### config.mk
export PLATFORM = sky130hd
export DESIGN_NAME = request_input_demux_flat
export DESIGN_NICKNAME = d
export VERILOG_FILES = /design/src/rtl/request_demux_pkg.sv /design/src/rtl/request_input_demux_if.sv /design/src/rtl/request_fifo.sv /design/src/rtl/request_input_demux.sv /design/src/flat_wrapper.sv
export SDC_FILE = /design/constraint.sdc
export NUM_CORES = 1
export LEC_CHECK = 0
export CORE_UTILIZATION = 40
export CTS_BUF_LIST = sky130_fd_sc_hd__clkbuf_16
export DETAILED_ROUTE_END_ITERATION = 10
export GPL_TIMING_DRIVEN = 0
export PLACE_DENSITY = 0.66
export SLEW_MARGIN = 30
export SYNTH_ARGS = -nofsm -noshare
export SYNTH_HDL_FRONTEND = slang
export SYNTH_SLANG_ARGS = --single-unit
### constraint.sdc
create_clock -name CLK -period 3.4 [get_ports CLK]
set_input_delay 0.68 -clock CLK [delete_from_list [all_inputs] [get_ports CLK]]
set_output_delay 0.68 -clock CLK [all_outputs]
set_load 0.02 [all_outputs]
### src/rtl/request_demux_pkg.sv
// Shared definitions for the tagged request demultiplexer: counter width and
// helpers that split a request message and judge its tag.
package request_demux_pkg;

    localparam int unsigned ERR_CNT_W = 16;
    localparam int unsigned MAX_TAG_W = 64;
    localparam int unsigned MAX_MSG_W = 256;

    // Tag occupies the low tag_width bits of the message.
    function automatic logic [MAX_TAG_W-1:0] msg_tag(input logic [MAX_MSG_W-1:0] msg,
                                                     input int unsigned tag_width);
        logic [MAX_TAG_W-1:0] mask_s;
        mask_s = ~(64'hFFFF_FFFF_FFFF_FFFF << tag_width);
        return msg[MAX_TAG_W-1:0] & mask_s;
    endfunction

    function automatic logic [MAX_MSG_W-1:0] msg_payload(input logic [MAX_MSG_W-1:0] msg,
                                                         input int unsigned tag_width);
        return msg >> tag_width;
    endfunction

    function automatic logic tag_is_legal(input logic [MAX_TAG_W-1:0] tag,
                                          input int unsigned num_methods);
        return (tag != 64'h0) && (tag <= MAX_TAG_W'(num_methods));
    endfunction

endpackage

### src/rtl/request_input_demux_if.sv
// Enqueue and method-dispatch handshake bundle of the request demultiplexer.
interface request_input_demux_if #(
    parameter int unsigned NUM_METHODS   = 4,
    parameter int unsigned TAG_WIDTH     = 32,
    parameter int unsigned PAYLOAD_WIDTH = 64
);
    logic                               pipe_enq__ENA;
    logic [TAG_WIDTH+PAYLOAD_WIDTH-1:0] pipe_enq_v;
    logic                               pipe_enq__RDY;
    logic [NUM_METHODS-1:0]             meth__ENA;
    logic [PAYLOAD_WIDTH-1:0]           meth_v;
    logic [NUM_METHODS-1:0]             meth__RDY;

    modport master (
        output pipe_enq__ENA, pipe_enq_v, meth__RDY,
        input  pipe_enq__RDY, meth__ENA, meth_v
    );

    modport slave (
        input  pipe_enq__ENA, pipe_enq_v, meth__RDY,
        output pipe_enq__RDY, meth__ENA, meth_v
    );
endinterface

### src/rtl/request_fifo.sv
// Generic in-order synchronous FIFO; enqueue into a full FIFO or dequeue from
// an empty one is ignored.
module request_fifo #(
    parameter int unsigned WIDTH = 8,
    parameter int unsigned DEPTH = 4
) (
    input  logic             CLK,
    input  logic             nRST,
    input  logic             enq,
    input  logic [WIDTH-1:0] enq_data,
    input  logic             deq,
    output logic [WIDTH-1:0] deq_data,
    output logic             full,
    output logic             empty
);
    localparam int unsigned PTR_W = $clog2(DEPTH);
    localparam int unsigned CNT_W = PTR_W + 1;

    logic [WIDTH-1:0] mem_r [DEPTH];
    logic [PTR_W-1:0] wr_ptr_r;
    logic [PTR_W-1:0] rd_ptr_r;
    logic [CNT_W-1:0] count_r;
    logic             enq_ok_s;
    logic             deq_ok_s;

    assign full     = (count_r == CNT_W'(DEPTH));
    assign empty    = (count_r == CNT_W'(0));
    assign deq_data = mem_r[rd_ptr_r];
    assign enq_ok_s = enq && !full;
    assign deq_ok_s = deq && !empty;

    // Pointer and occupancy bookkeeping; pointers wrap naturally as DEPTH is a power of two.
    always_ff @(posedge CLK) begin
        if (!nRST) begin
            wr_ptr_r <= PTR_W'(0);
            rd_ptr_r <= PTR_W'(0);
            count_r  <= CNT_W'(0);
        end else begin
            if (enq_ok_s) begin
                wr_ptr_r <= wr_ptr_r + PTR_W'(1);
            end
            if (deq_ok_s) begin
                rd_ptr_r <= rd_ptr_r + PTR_W'(1);
            end
            case ({enq_ok_s, deq_ok_s})
                2'b10:   count_r <= count_r + CNT_W'(1);
                2'b01:   count_r <= count_r - CNT_W'(1);
                default: count_r <= count_r;
            endcase
        end
    end

    // Entry storage write.
    always_ff @(posedge CLK) begin
        if (nRST && enq_ok_s) begin
            mem_r[wr_ptr_r] <= enq_data;
        end
    end
endmodule

### src/rtl/request_input_demux.sv
// Buffers tagged requests in order and dispatches each to the method named by
// its tag; illegal tags are dropped and counted so they cannot wedge the path.
module request_input_demux
    import request_demux_pkg::*;
#(
    parameter int unsigned NUM_METHODS   = 4,
    parameter int unsigned TAG_WIDTH     = 32,
    parameter int unsigned PAYLOAD_WIDTH = 64,
    parameter int unsigned DEPTH         = 4
) (
    input  logic                 CLK,
    input  logic                 nRST,
    request_input_demux_if.slave bus,
    input  logic                 err_clear,
    output logic [ERR_CNT_W-1:0] bad_tag_count,
    output logic                 bad_tag_seen,
    output logic [TAG_WIDTH-1:0] last_bad_tag
);
    localparam int unsigned IDX_W   = (NUM_METHODS > 1) ? $clog2(NUM_METHODS) : 1;
    localparam int unsigned ENTRY_W = IDX_W + PAYLOAD_WIDTH;

    logic [TAG_WIDTH-1:0]     tag_s;
    logic [PAYLOAD_WIDTH-1:0] payload_s;
    logic [IDX_W-1:0]         enq_idx_s;
    logic                     tag_legal_s;
    logic                     rdy_s;
    logic                     enq_fire_s;
    logic                     good_enq_s;
    logic                     bad_enq_s;
    logic                     fifo_full_s;
    logic                     fifo_empty_s;
    logic [ENTRY_W-1:0]       head_s;
    logic [IDX_W-1:0]         head_idx_s;
    logic [NUM_METHODS-1:0]   ena_s;
    logic                     deq_s;
    logic [ERR_CNT_W-1:0]     bad_cnt_r;
    logic                     bad_seen_r;
    logic [TAG_WIDTH-1:0]     last_bad_r;

    assign tag_s       = TAG_WIDTH'(msg_tag(MAX_MSG_W'(bus.pipe_enq_v), TAG_WIDTH));
    assign payload_s   = PAYLOAD_WIDTH'(msg_payload(MAX_MSG_W'(bus.pipe_enq_v), TAG_WIDTH));
    assign tag_legal_s = tag_is_legal(MAX_TAG_W'(tag_s), NUM_METHODS);
    assign enq_idx_s   = IDX_W'(tag_s - TAG_WIDTH'(1));

    // Ready depends only on occupancy and reset, never on meth__RDY.
    always_comb begin
        rdy_s = 1'b0;
        if (nRST && !fifo_full_s) begin
            rdy_s = 1'b1;
        end else begin
            rdy_s = 1'b0;
        end
    end

    assign enq_fire_s = bus.pipe_enq__ENA && rdy_s;
    assign good_enq_s = enq_fire_s && tag_legal_s;
    assign bad_enq_s  = enq_fire_s && !tag_legal_s;

    request_fifo #(
        .WIDTH (ENTRY_W),
        .DEPTH (DEPTH)
    ) u_fifo (
        .CLK      (CLK),
        .nRST     (nRST),
        .enq      (good_enq_s),
        .enq_data ({enq_idx_s, payload_s}),
        .deq      (deq_s),
        .deq_data (head_s),
        .full     (fifo_full_s),
        .empty    (fifo_empty_s)
    );

    assign head_idx_s = head_s[ENTRY_W-1:PAYLOAD_WIDTH];

    // One-hot dispatch of the head entry to its method when that method is ready.
    always_comb begin
        ena_s = '0;
        for (int m = 0; m < int'(NUM_METHODS); m++) begin
            if (nRST && !fifo_empty_s && (head_idx_s == IDX_W'(m)) && bus.meth__RDY[m]) begin
                ena_s[m] = 1'b1;
            end else begin
                ena_s[m] = 1'b0;
            end
        end
    end

    assign deq_s             = |ena_s;
    assign bus.pipe_enq__RDY = rdy_s;
    assign bus.meth__ENA     = ena_s;
    assign bus.meth_v        = head_s[PAYLOAD_WIDTH-1:0];

    // Error bookkeeping: err_clear beats a concurrent drop on count and flag, but the tag still loads.
    always_ff @(posedge CLK) begin
        if (!nRST) begin
            bad_cnt_r  <= ERR_CNT_W'(0);
            bad_seen_r <= 1'b0;
            last_bad_r <= TAG_WIDTH'(0);
        end else begin
            if (err_clear) begin
                bad_cnt_r  <= ERR_CNT_W'(0);
                bad_seen_r <= 1'b0;
            end else if (bad_enq_s) begin
                if (bad_cnt_r != {ERR_CNT_W{1'b1}}) begin
                    bad_cnt_r <= bad_cnt_r + ERR_CNT_W'(1);
                end
                bad_seen_r <= 1'b1;
            end
            if (bad_enq_s) begin
                last_bad_r <= tag_s;
            end else if (err_clear) begin
                last_bad_r <= TAG_WIDTH'(0);
            end
        end
    end

    assign bad_tag_count = bad_cnt_r;
    assign bad_tag_seen  = bad_seen_r;
    assign last_bad_tag  = last_bad_r;
endmodule
### src/flat_wrapper.sv
// flat-port wrapper written by rule: the top's interface ports become plain ports
module request_input_demux_flat import request_demux_pkg::*;
#(
    parameter int unsigned NUM_METHODS   = 4,
    parameter int unsigned TAG_WIDTH     = 32,
    parameter int unsigned PAYLOAD_WIDTH = 64,
    parameter int unsigned DEPTH         = 4
)
  (CLK, nRST, err_clear, bad_tag_count, bad_tag_seen, last_bad_tag, bus_pipe_enq__ENA, bus_pipe_enq_v, bus_meth__RDY, bus_pipe_enq__RDY, bus_meth__ENA, bus_meth_v);
  request_input_demux_if #(.NUM_METHODS(NUM_METHODS), .TAG_WIDTH(TAG_WIDTH), .PAYLOAD_WIDTH(PAYLOAD_WIDTH)) bus_i ();
  input  logic CLK;
  input  logic nRST;
  input  logic err_clear;
  output logic [ERR_CNT_W-1:0] bad_tag_count;
  output logic bad_tag_seen;
  output logic [TAG_WIDTH-1:0] last_bad_tag;
  input wire logic [$bits(bus_i.pipe_enq__ENA)-1:0] bus_pipe_enq__ENA;
  input wire logic [$bits(bus_i.pipe_enq_v)-1:0] bus_pipe_enq_v;
  input wire logic [$bits(bus_i.meth__RDY)-1:0] bus_meth__RDY;
  output wire logic [$bits(bus_i.pipe_enq__RDY)-1:0] bus_pipe_enq__RDY;
  output wire logic [$bits(bus_i.meth__ENA)-1:0] bus_meth__ENA;
  output wire logic [$bits(bus_i.meth_v)-1:0] bus_meth_v;
  assign bus_i.pipe_enq__ENA = bus_pipe_enq__ENA;
  assign bus_i.pipe_enq_v = bus_pipe_enq_v;
  assign bus_i.meth__RDY = bus_meth__RDY;
  assign bus_pipe_enq__RDY = bus_i.pipe_enq__RDY;
  assign bus_meth__ENA = bus_i.meth__ENA;
  assign bus_meth_v = bus_i.meth_v;
  request_input_demux #(.NUM_METHODS(NUM_METHODS), .TAG_WIDTH(TAG_WIDTH), .PAYLOAD_WIDTH(PAYLOAD_WIDTH), .DEPTH(DEPTH)) u_core (.CLK(CLK), .nRST(nRST), .bus(bus_i), .err_clear(err_clear), .bad_tag_count(bad_tag_count), .bad_tag_seen(bad_tag_seen), .last_bad_tag(last_bad_tag));
endmodule
## After elaboration in Yosys (flattened, before gate mapping)

Memory sizes are Yosys's and may differ from the RTL's. A register that Yosys moved wholly into a read port is not among the register bits.
Cells that the tools add are included.

| storage, ports and cells | value |
|---|---|
| memory bits (writable) | 264 |
| register bits | 56 |
| memories kept | 1 |
| bits of input ports | 104 |

| cells by class | value |
|---|---|
| magnitude comparators | 1 |
| muxes and demuxes | 12 |
| reductions and logical operators | 28 |
| add/subtract/negate cells | 6 |
| equal/unequal tests | 7 |
| bitwise gates (word level) | 1 |

Memory list:

| memory | words | width | rd ports | clocked after Yosys merged registers in | wr ports | RTL line | source |
|---|---|---|---|---|---|---|---|
| u_core.u_fifo.mem_r | 4 | 66 | 1 | 1 | 1 | request_fifo.sv:19 | `logic [WIDTH-1:0] mem_r [DEPTH];` |

Operators with widths:

| operator | count |
|---|---|
| two-way mux 32 bit | 2 |
| less-or-equal comparator 32 x 3 -> 1 bit, second input constant | 1 |
| nonzero test 32 bit | 1 |
| logical AND 1 bit | 17 |
| adder 16 x 1 -> 16 bit, second input constant | 1 |
| inequality test 16 bit, second input constant | 1 |
| two-way mux 1 bit | 7 |
| == test 2 bit, second input constant | 3 |
| case mux 3 bit (2 select lines) | 1 |
| adder 2 x 1 -> 2 bit, second input constant | 2 |
| == test 2 x 1 -> 1 bit, second input constant | 2 |
| two-way mux 2 bit | 2 |
| nonzero test 2 bit | 2 |
| OR reduction 4 bit | 1 |
| adder 3 x 1 -> 3 bit, second input constant | 1 |
| == test 3 bit, second input constant | 1 |
| zero test 1 bit | 3 |
| zero test 3 bit | 1 |
| subtractor 3 x 1 -> 3 bit, second input constant | 1 |
| zero test 2 bit | 1 |
| AND reduction 2 bit | 1 |
| OR reduction 2 bit | 1 |
| subtractor 2 x 1 -> 2 bit, second input constant | 1 |
| inverter 1 bit | 1 |

## Logic depth before layout (Yosys ltp)

Gate-level depths: netlist of run 1.

| logic depth | value |
|---|---|
| word-level depth | 10 |
| depth in mapped cells | 12 |
| mapped depth without buffers | 12 |

## Modules after synthesis

From an unflattened synthesis of run 1, not the netlist that was laid out.

| second synthesis, totals | value |
|---|---|
| cell total of the unflattened synthesis | 675 |
| area, all modules | 12,167.9 um^2 |

Modules (own cells, without submodules):

| module | times used | cells each | area an instance (um^2) |
|---|---|---|---|
| request_fifo | 1 | 398 | 10,010.9 |
| request_input_demux | 1 | 277 | 2,157.1 |

## Worst setup path after synthesis of run 1

No wires, ideal clock.

| path | value |
|---|---|
| kind | input to register |
| start | in bus_pipe_enq_v[0] |
| end | mem u_core.u_fifo.mem_r[2][0] in the netlist's numbering (enable) |
| buffers on the path | 0 |
| path slack | -279 ps |
| setup time | 431 ps |
| cell stages on the path | 6 |
| arrival time | 3,248 ps |
| cell sequence | inv_1 -> ha_1 -> xnor2_1 -> nand3_1 -> nor4_4 -> and2_1 |

| on the way | value |
|---|---|
| cells in the longest elaborated chain, start to end | 7 |

RTL lines:

| element | RTL line | source |
|---|---|---|
| start, declared | flat_wrapper.sv:18 | `input wire logic [$bits(bus_i.pipe_enq_v)-1:0] bus_pipe_enq_v;` |
| less-or-equal comparator 32 x 3 -> 1 bit / nonzero test 32 bit (equally long branches) | request_demux_pkg.sv:24 | `return (tag != 64'h0) && (tag <= MAX_TAG_W'(num_methods));` |
| logical AND 1 bit * | request_demux_pkg.sv:24 |  |
| logical AND 1 bit * | request_input_demux.sv:56 | `assign good_enq_s = enq_fire_s && tag_legal_s;` |
| logical AND 1 bit * | request_fifo.sv:29 | `assign enq_ok_s = enq && !full;` |
| logical AND 1 bit * | request_fifo.sv:55 | `if (nRST && enq_ok_s) begin` |
| two-way mux 1 bit * | request_fifo.sv:55 |  |
| two-way mux 1 bit (implied by the code) * | request_fifo.sv:56 | `mem_r[wr_ptr_r] <= enq_data;` |
| end, declared | request_fifo.sv:19 |  |

Every way passes the cells marked *; elsewhere a longest branch is shown, timed or not.

==> run summary, run 1 <==
The slowest stage of the critical path belongs to the cell sky130_fd_sc_hd__clkdlybuf4s50_1. The number of max-cap violations came out at 0. The number of global-route vias before repair is 7178. The cell area after technology mapping is 12200 sq um. Yosys mapped the design onto 42 distinct sky130hd cell types. In this design, the stage delay of the slowest critical-path cell is 0.61 ns. The number of endpoints with negative hold slack in the final report is 0. STA puts the critical path data required time at 2.72 ns. After Yosys synthesis, and, or, nand and nor cells account for 7.38% of the synthesized area.

The final non-filler cell area is 16200 sq um. TritonCTS built the clock tree. The total number of H-tree levels is 2. The total number of nets in the final design came out at 1046. The worst setup path is launched from a register. Sequential cells were found to cover 74.8% of the synthesized design area. The worst slew margin relative to its limit is 62.5%. The hold buffer count at cts is 0. The fraction of final layout cells with drive strength greater than 1 came out at 16.2%.

The number of antenna diodes in the final layout is 0. For this design the top-level I/O count stands at 222. After global routing the overflow that remains totals 0. The setup path with the least slack is of type reg -> out. Counting every sink on the clock net gives 322. The average wire per cell in the routed design came out at 19.0 um. The count of buffers inserted at the top-level ports is 221. The initial core utilization came out at 40.8%. The cell sitting at the root of the clock tree is a sky130_fd_sc_hd__clkbuf_16.

The leakage power summed over all cells is 5.36 nW. The final setup violation count is 0. The number of antenna violations at the first check in global routing is 0. The post-route total power came out at 8.37 mW. Setup repair after global routing left no endpoint under its margin. The net count of the mapped netlist came out at 782. The area taken by multi-input logic gates came out at 2870 sq um. The maximum number of pins on one net before global-route repair is 41. On the final layout, the worst clock skew is 0.0138 ns. The count of antenna-violating nets left after detailed routing is 0.

The wire length after detailed routing is 25.6 mm. For this run, design rule violations remaining after detail routing come to 0. The upper clock frequency limit is 309 MHz. Global routing used 16.6% of the available tracks across all layers.

The synthesis-stage register bit count came out at 322. Traced cell by cell, the critical path runs through buf_2, clkbuf_2, mux4_2, clkdlybuf4s50_1. The register area is 9090 sq um. The post-detailed-placement half-perimeter wirelength is 16.8 mm. The XOR/XNOR share of the synthesized area is 0.288%.

Dividing total power by cell area gives a power density of 517 nW/um^2. The area after detailed placement is 15000 sq um. The buffer levels on the longest clock path is 3. The complex-gate fraction of the synthesized area came out at 2.13%. The non-filler instance count after layout came out at 1347. The portion of synthesized area spent on multiplexers is 12.8%.

The worst vdd rail ir drop came out at 0.378 mV. The die outline area is 31100 sq um. The worst-path maximum fanout came out at 10. The first-pass iteration count of the detailed router is 5. The startpoint identified for the worst hold timing path is u_core.last_bad_tag[5]. The final period utilization is 95.3%. Once layout is complete, the utilization of the core stands at 54.3%. The detailed-route vias per instance is 5.13. The count of filler cells inserted in the layout is 2358. The total count of max-transition violations in the final report is 0. The path class of the tightest hold or removal check is reg -> reg. Synthesis produced 670 cells. The combinational family with the most area after synthesis is multiplexers. STA classifies the critical path endpoint as an output port. The number of CTS-inserted buffers came out at 35. The flow ran to the end, and the final reports show no timing, DRC or antenna violations.

The share of flip-flops with an asynchronous set or reset is 0%. The overall die height came out at 176 um. The synthesized area per cell is 18.1 sq um. The number of cells after detailed placement came out at 1285. The arrival time at the worst endpoint came out at 2.56 ns.

Compared with the post-synthesis result, the final layout area differs by 33.2%. The number of DRC violations after detailed-routing iteration 0 is 422. Counting flops with a built-in enable in the synthesized netlist gives 264. The horizontal die dimension came out at 176 um. The count of vias placed by the detailed router is 6909. The global-route wire length before repair came out at 39.7 mm. In the synthesized netlist the dominant register cell turns out to be sky130_fd_sc_hd__edfxtp_1. The total negative setup slack came out at 0 ns. The number of placement rows is 63. The congestion estimate from routability-driven global placement came to 0.835. Subtracting the final worst setup slack from the clock period gives 3.24 ns. The slew at the pin closest to its max-slew limit is 0.563 ns. After Yosys synthesis, full adders, half adders and majority gates account for 0.886% of the synthesized area. The floorplan core area is 29800 sq um. During synthesis, Yosys emitted a total of 0 warnings. The clock latency on the worst-skew pair is 0.50 ns. The CTS clock-pin slew for the worst setup and hold paths came out at 0.06 ns.
## layout make-up
type | instances | area share [%]
flip-flops and latches | 322 | 56.2
multi-input cells | 304 | 17.7
repair buffers | 227 | 14.5
clock buffers | 37 | 5.72
well taps | 390 | 3.02
clock inverters | 23 | 1.42
plain buffers | 32 | 1.23
inverters | 12 | 0.278
## layout by cell type, fill, tap and decap left out, drive strengths merged, types with 3 or more instances in the layout
cell type,Yosys,layout
inv,12,21
mux4,66,66
clkbuf,13,49
nor3,4,4
ha,7,7
bufinv,0,5
or3,3,3
clkinv,0,9
nand2b,4,4
nand2,75,75
o21ai,9,9
nor2,9,9
xnor2,3,3
a21oi,11,11
o21a,3,3
buf,19,26
clkdlybuf4s50,0,220
nor4,11,11
nand4,7,7
edfxtp,264,264
dfxtp,58,58
nand3,42,42
o31ai,9,9
mux2i,7,7
or4,7,7
and2,10,10
o31a,4,4
## power by group
part | switching, mW | internal, mW | total, mW
clock | 1.43 | 2.33 | 3.77
combinational | 0.141 | 0.165 | 0.306
sequential | 0.0124 | 4.28 | 4.29
total | 1.58 | 6.78 | 8.37
## registers in the layout, summed over array words and instances (netlist names), named ones only
name,flops
u_core.u_fifo.count_r,3
u_core.u_fifo.rd_ptr_r,2
u_core.u_fifo.mem_r,264
u_core.last_bad_tag,32
u_core.bad_tag_seen,1
u_core.bad_tag_count,16
u_core.u_fifo.wr_ptr_r,2
## synth_stat cells, types with 2 or more instances
| cell | n | area, sq um |
|---|---|---|
| sky130_fd_sc_hd__edfxtp_1 | 264 | 7930 |
| sky130_fd_sc_hd__nand2_1 | 75 | 282 |
| sky130_fd_sc_hd__mux4_2 | 66 | 1490 |
| sky130_fd_sc_hd__dfxtp_1 | 58 | 1160 |
| sky130_fd_sc_hd__nand3_1 | 42 | 210 |
| sky130_fd_sc_hd__clkbuf_1 | 13 | 48.8 |
| sky130_fd_sc_hd__buf_2 | 12 | 60.1 |
| sky130_fd_sc_hd__inv_1 | 12 | 45.0 |
| sky130_fd_sc_hd__a21oi_1 | 11 | 55.1 |
| sky130_fd_sc_hd__and2_1 | 10 | 62.6 |
| sky130_fd_sc_hd__nor4_1 | 10 | 62.6 |
| sky130_fd_sc_hd__nor2_1 | 9 | 33.8 |
| sky130_fd_sc_hd__o31ai_1 | 8 | 60.1 |
| sky130_fd_sc_hd__ha_1 | 7 | 87.6 |
| sky130_fd_sc_hd__mux2i_1 | 7 | 70.1 |
| sky130_fd_sc_hd__nand4_1 | 7 | 43.8 |
| sky130_fd_sc_hd__o21ai_0 | 7 | 35.0 |
| sky130_fd_sc_hd__or4_1 | 7 | 52.6 |
| sky130_fd_sc_hd__buf_4 | 5 | 37.5 |
| sky130_fd_sc_hd__nand2b_1 | 4 | 25.0 |
| sky130_fd_sc_hd__nor3_1 | 4 | 20.0 |
| sky130_fd_sc_hd__o31a_1 | 4 | 35.0 |
| sky130_fd_sc_hd__o21a_1 | 3 | 22.5 |
| sky130_fd_sc_hd__or3_1 | 3 | 18.8 |
| sky130_fd_sc_hd__xnor2_1 | 3 | 26.3 |
| sky130_fd_sc_hd__and4_1 | 2 | 17.5 |
| sky130_fd_sc_hd__o21ai_1 | 2 | 10.0 |
## cells by family (layout without fill, tap and decap cells)
group                    count (synthesis)  in the layout
buffers and inverters                   44            331
AO/OA/AOI/OAI                           39             39
XOR/XNOR                                 4              4
adder cells (fa/ha/maj)                  8              8
flip-flops                             322            322
AND/OR/NAND/NOR                        180            180
multiplexers                            73             73
## stage by stage
stage                     worst slack (ns)  hold WS (ns)
after floorplan                      0.428         0.427
after global placement               -1.11         0.442
after detailed placement            -0.365         0.448
after CTS                           0.0312         0.454
after global routing               0.00770         0.478
final                                0.161         0.453
## repair_timing
item / in CTS / in global routing
pin swaps: 0 / 1
gates resized for setup: 14 / 5
endpoints found under the setup margin: 60 / 174
setup buffers: 0 / 2
## path summary, 6_finish.rpt
| path | cells after the start | slack, ns | end |
|---|---|---|---|
| worst max-delay path | 4 | 0.16 | bus_meth_v[28] |
| worst min-delay path | 2 | 0.45 | u_core.last_bad_tag[5] |
| worst max register to register | 9 | 0.37 | u_core.u_fifo.count_r[2] |
| worst min register to register | 2 | 0.45 | u_core.last_bad_tag[5] |
## layer usage
| layer | share of wire [%] | routed length [um] | vias up | track usage (%) |
|---|---|---|---|---|
| met2 | 49 | 12500 | 231 | 27.7 |
| met4 | 1.2 | 314 | 0 | 3.88 |
| li1 | - | - | 3198 | - |
| met5 | 0 | 0 | - | 0 |
| met3 | 8.2 | 2110 | 27 | 4.97 |
| met1 | 42 | 10700 | 3453 | 21.3 |
## critical path: cells and delay by family (launching register included)
kind                   cells  cell delay, ns
buffers and inverters      3            1.32
DFF                        1            0.39
muxes                      1            0.36
(Power assumes the default switching activity.)
==> run 2: changes to the inputs <==
CTS_CLUSTER_DIAMETER = 100   (was not set)
HOLD_SLACK_MARGIN = 0.08   (was not set)
==> results of run 2 <==
Final layout, timing and power as in run 1 (identical DEF).
==> run 3: changes to the inputs <==
CORE_MARGIN = 2   (was not set)
==> run summary, run 3 (same netlist as run 1, synthesis figures left out) <==
The analysis attributes to cell leakage a power of 5.26 nW. The filler cells instantiated in the layout total 2416. The utilization after layout is 53.8%. After detailed routing, the number of remaining DRC violations is 0. The global-route wire length before repair is 40.5 mm. Based on the critical path, the design can be clocked at up to 306 MHz. The kind of capture point of the worst setup path is an output port. The total power divided by cell area is 501 nW/um^2. The register with the highest flop count is u_core.u_fifo.mem_r. The completed layout was analyzed and its total power is 8.04 mW. Setup violations remaining at the end of the flow were counted as 0. The global router's overall resource usage came out at 16.7%.

The total number of H-tree levels is 2. The HPWL after detailed placement is 17.3 mm. The die outline area is 31800 sq um. The clock period could shrink to 3.26 ns. The min-delay analysis places its worst path in the category reg -> reg. The setup clock skew after layout came out at 0.0138 ns. The fraction of power consumed by combinational cells came out at 3.9%. The wire length after detailed routing is 26.6 mm. The final route contains 6928 vias.

In this run the most critical hold path is launched from u_core.last_bad_tag[28]. Internal power comes to 6.39 mW. The hold buffer count at cts came out at 0. The final period utilization came out at 96.0%. The critical path is of the reg -> out type.

The total number of nets in the final design is 1046. The register with the most flip-flops in the layout has 264 of them. Dividing the detail-routed wire length by the instance count gives 19.7 um.

The fraction of final layout cells with drive strength greater than 1 came out at 15.7%. The number of inserted diodes is 0. The terminating pin of the worst hold path is u_core.last_bad_tag[28].

The total negative setup slack came out at 0 ns. The layout overhead on the synthesized area came out at 32.0%. The overall die height is 178 um. The number of DRC violations after detailed-routing iteration 0 is 378. The initial utilization of the core area, before any placement, comes to 40.8%.

The number of antenna violations at the first check in global routing came out at 0. The endpoint required time on the critical path is 2.72 ns. The library cells used most frequently in the layout, excluding fill and tap cells, are sky130_fd_sc_hd__edfxtp_1, sky130_fd_sc_hd__clkdlybuf4s50_1, sky130_fd_sc_hd__nand2_1, sky130_fd_sc_hd__mux4_2, sky130_fd_sc_hd__dfxtp_1. The arrival time at the worst endpoint came out at 2.58 ns.

The total count of max-transition violations in the final report came to 0. For this design the total switching power over the nets is 1.65 mW. The clock share of power came out at 42.8%. The post-CTS setup repair buffer count is 0.

Along the worst path, the maximum fanout reaches 10. From left edge to right edge, the die measures 178 um. The CTS clock-pin slew for the worst setup and hold paths came out at 0.06 ns. The count of antenna-violating nets left after detailed routing came out at 0.

Net switching is 20.6% of the power. Setup repair after global routing could not meet its margin everywhere. The number of global-route vias before repair is 7266.

The congestion estimate from routability-driven global placement came to 0.828. The maximum number of pins on one net before global-route repair came out at 38. Measured in cells, the most critical reg-to-reg path has a length of 9.

The floorplan core area came out at 29800 sq um. The total I/O pin count is 222. TritonCTS built the clock tree. The number of cells on the worst hold path is 2. The sum of overflow across all layers after global routing is 0. Measured against its own limit, the worst slew margin works out to 61.8%. The clock drives 322 sinks. The first-pass iteration count of the detailed router came out at 5. The tool flagged a number of max-cap violations equal to 0. The worst vdd rail ir drop came out at 0.281 mV.

The buffer levels on the longest clock path came out at 3. The share of total power in sequential cells is 53.4%. The number of instances resized during post-cts repair came out at 14. The worst setup path is launched from a register. The smallest hold slack came out at 0.454 ns.

Port buffering added 221 buffers. The clock latency on the worst-skew pair came out at 0.51 ns. The endpoint identified for the worst register-to-register timing path is u_core.u_fifo.count_r[2]. The register-to-register setup slack came out at 0.51 ns. The slew at the pin closest to its max-slew limit came out at 0.573 ns. The number of placement rows came out at 63.

The number of CTS-inserted buffers came out at 36. After detailed routing, the number of vias per cell comes to 5.14. The library cell used most frequently in the layout, excluding fill and tap cells, is sky130_fd_sc_hd__edfxtp_1. The library cell used as clock root buffer is sky130_fd_sc_hd__clkbuf_16. The flow ran to the end, and the final reports show no timing, DRC or antenna violations. The number of endpoints with negative hold slack in the final report is 0.
==> run 3: area by class of cell <==
| cell class | count | area [sq um] | share of cell area, % |
|---|---|---|---|
| buffer | 32 | 188 | 1.17 |
| tap | 390 | 488 | 3.04 |
| clock inverter | 26 | 151 | 0.944 |
| clock buffer | 36 | 901 | 5.62 |
| inverter | 12 | 45.0 | 0.281 |
| multi-input combinational | 304 | 2870 | 17.9 |
| sequential | 322 | 9090 | 56.7 |
| timing repair buffer | 226 | 2310 | 14.4 |
==> run 3: power by group through the flow <==
stage	clock network (mW)	registers (mW)	logic, mW
detailed placement	0	4.38	0.309
global placement	0	4.38	0.305
CTS	3.54	4.29	0.311
global route	3.68	4.29	0.332
floorplan	0	4.40	0.0566
finish	3.44	4.29	0.310
==> run 3: critical path: stages, from the launching register on <==
cell and delay (ns):
sky130_fd_sc_hd__dfxtp_1 0.39, sky130_fd_sc_hd__buf_4 0.25, sky130_fd_sc_hd__buf_4 0.28, sky130_fd_sc_hd__mux4_2 0.54
sky130_fd_sc_hd__clkdlybuf4s50_1 0.60
==> run 3: worst max path at each step <==
stage               depth (start not counted)  slack (ns)                          to
floorplan                                   6        0.43   u_core.u_fifo.mem_r[0][0]
global placement                            7       -1.06  u_core.u_fifo.mem_r[0][38]
detailed placement                          8       -0.42  u_core.u_fifo.mem_r[3][38]
CTS                                         4        0.04              bus_meth_v[18]
global route                                4       -0.05              bus_meth_v[18]
finish                                      4        0.14              bus_meth_v[18]
==> run 3: per-stage QoR <==
stage / std cells / setup WS (ns) / instance area (sq um)
6_report: 1348 / 0.137 / 16000
5_1_grt: 1348 / -0.0454 / 16000
4_1_cts: 1348 / 0.0351 / 16000
3_5_place_dp: 1286 / -0.419 / 15000
3_3_place_gp: 1281 / -1.06 / 14900
2_1_floorplan: 670 / 0.428 / 12200
==> run 3: metal layers <==
layer  track usage [%]  vias to the layer above  wire (um)  part of all wire, %
met5                 0                        -          0                    0
met4              3.93                        0        367                  1.4
met3              5.22                       35       2140                  8.1
met2              28.0                      244      12900                   49
met1              21.2                     3466      11200                   42
li1                  -                     3183          -                    -
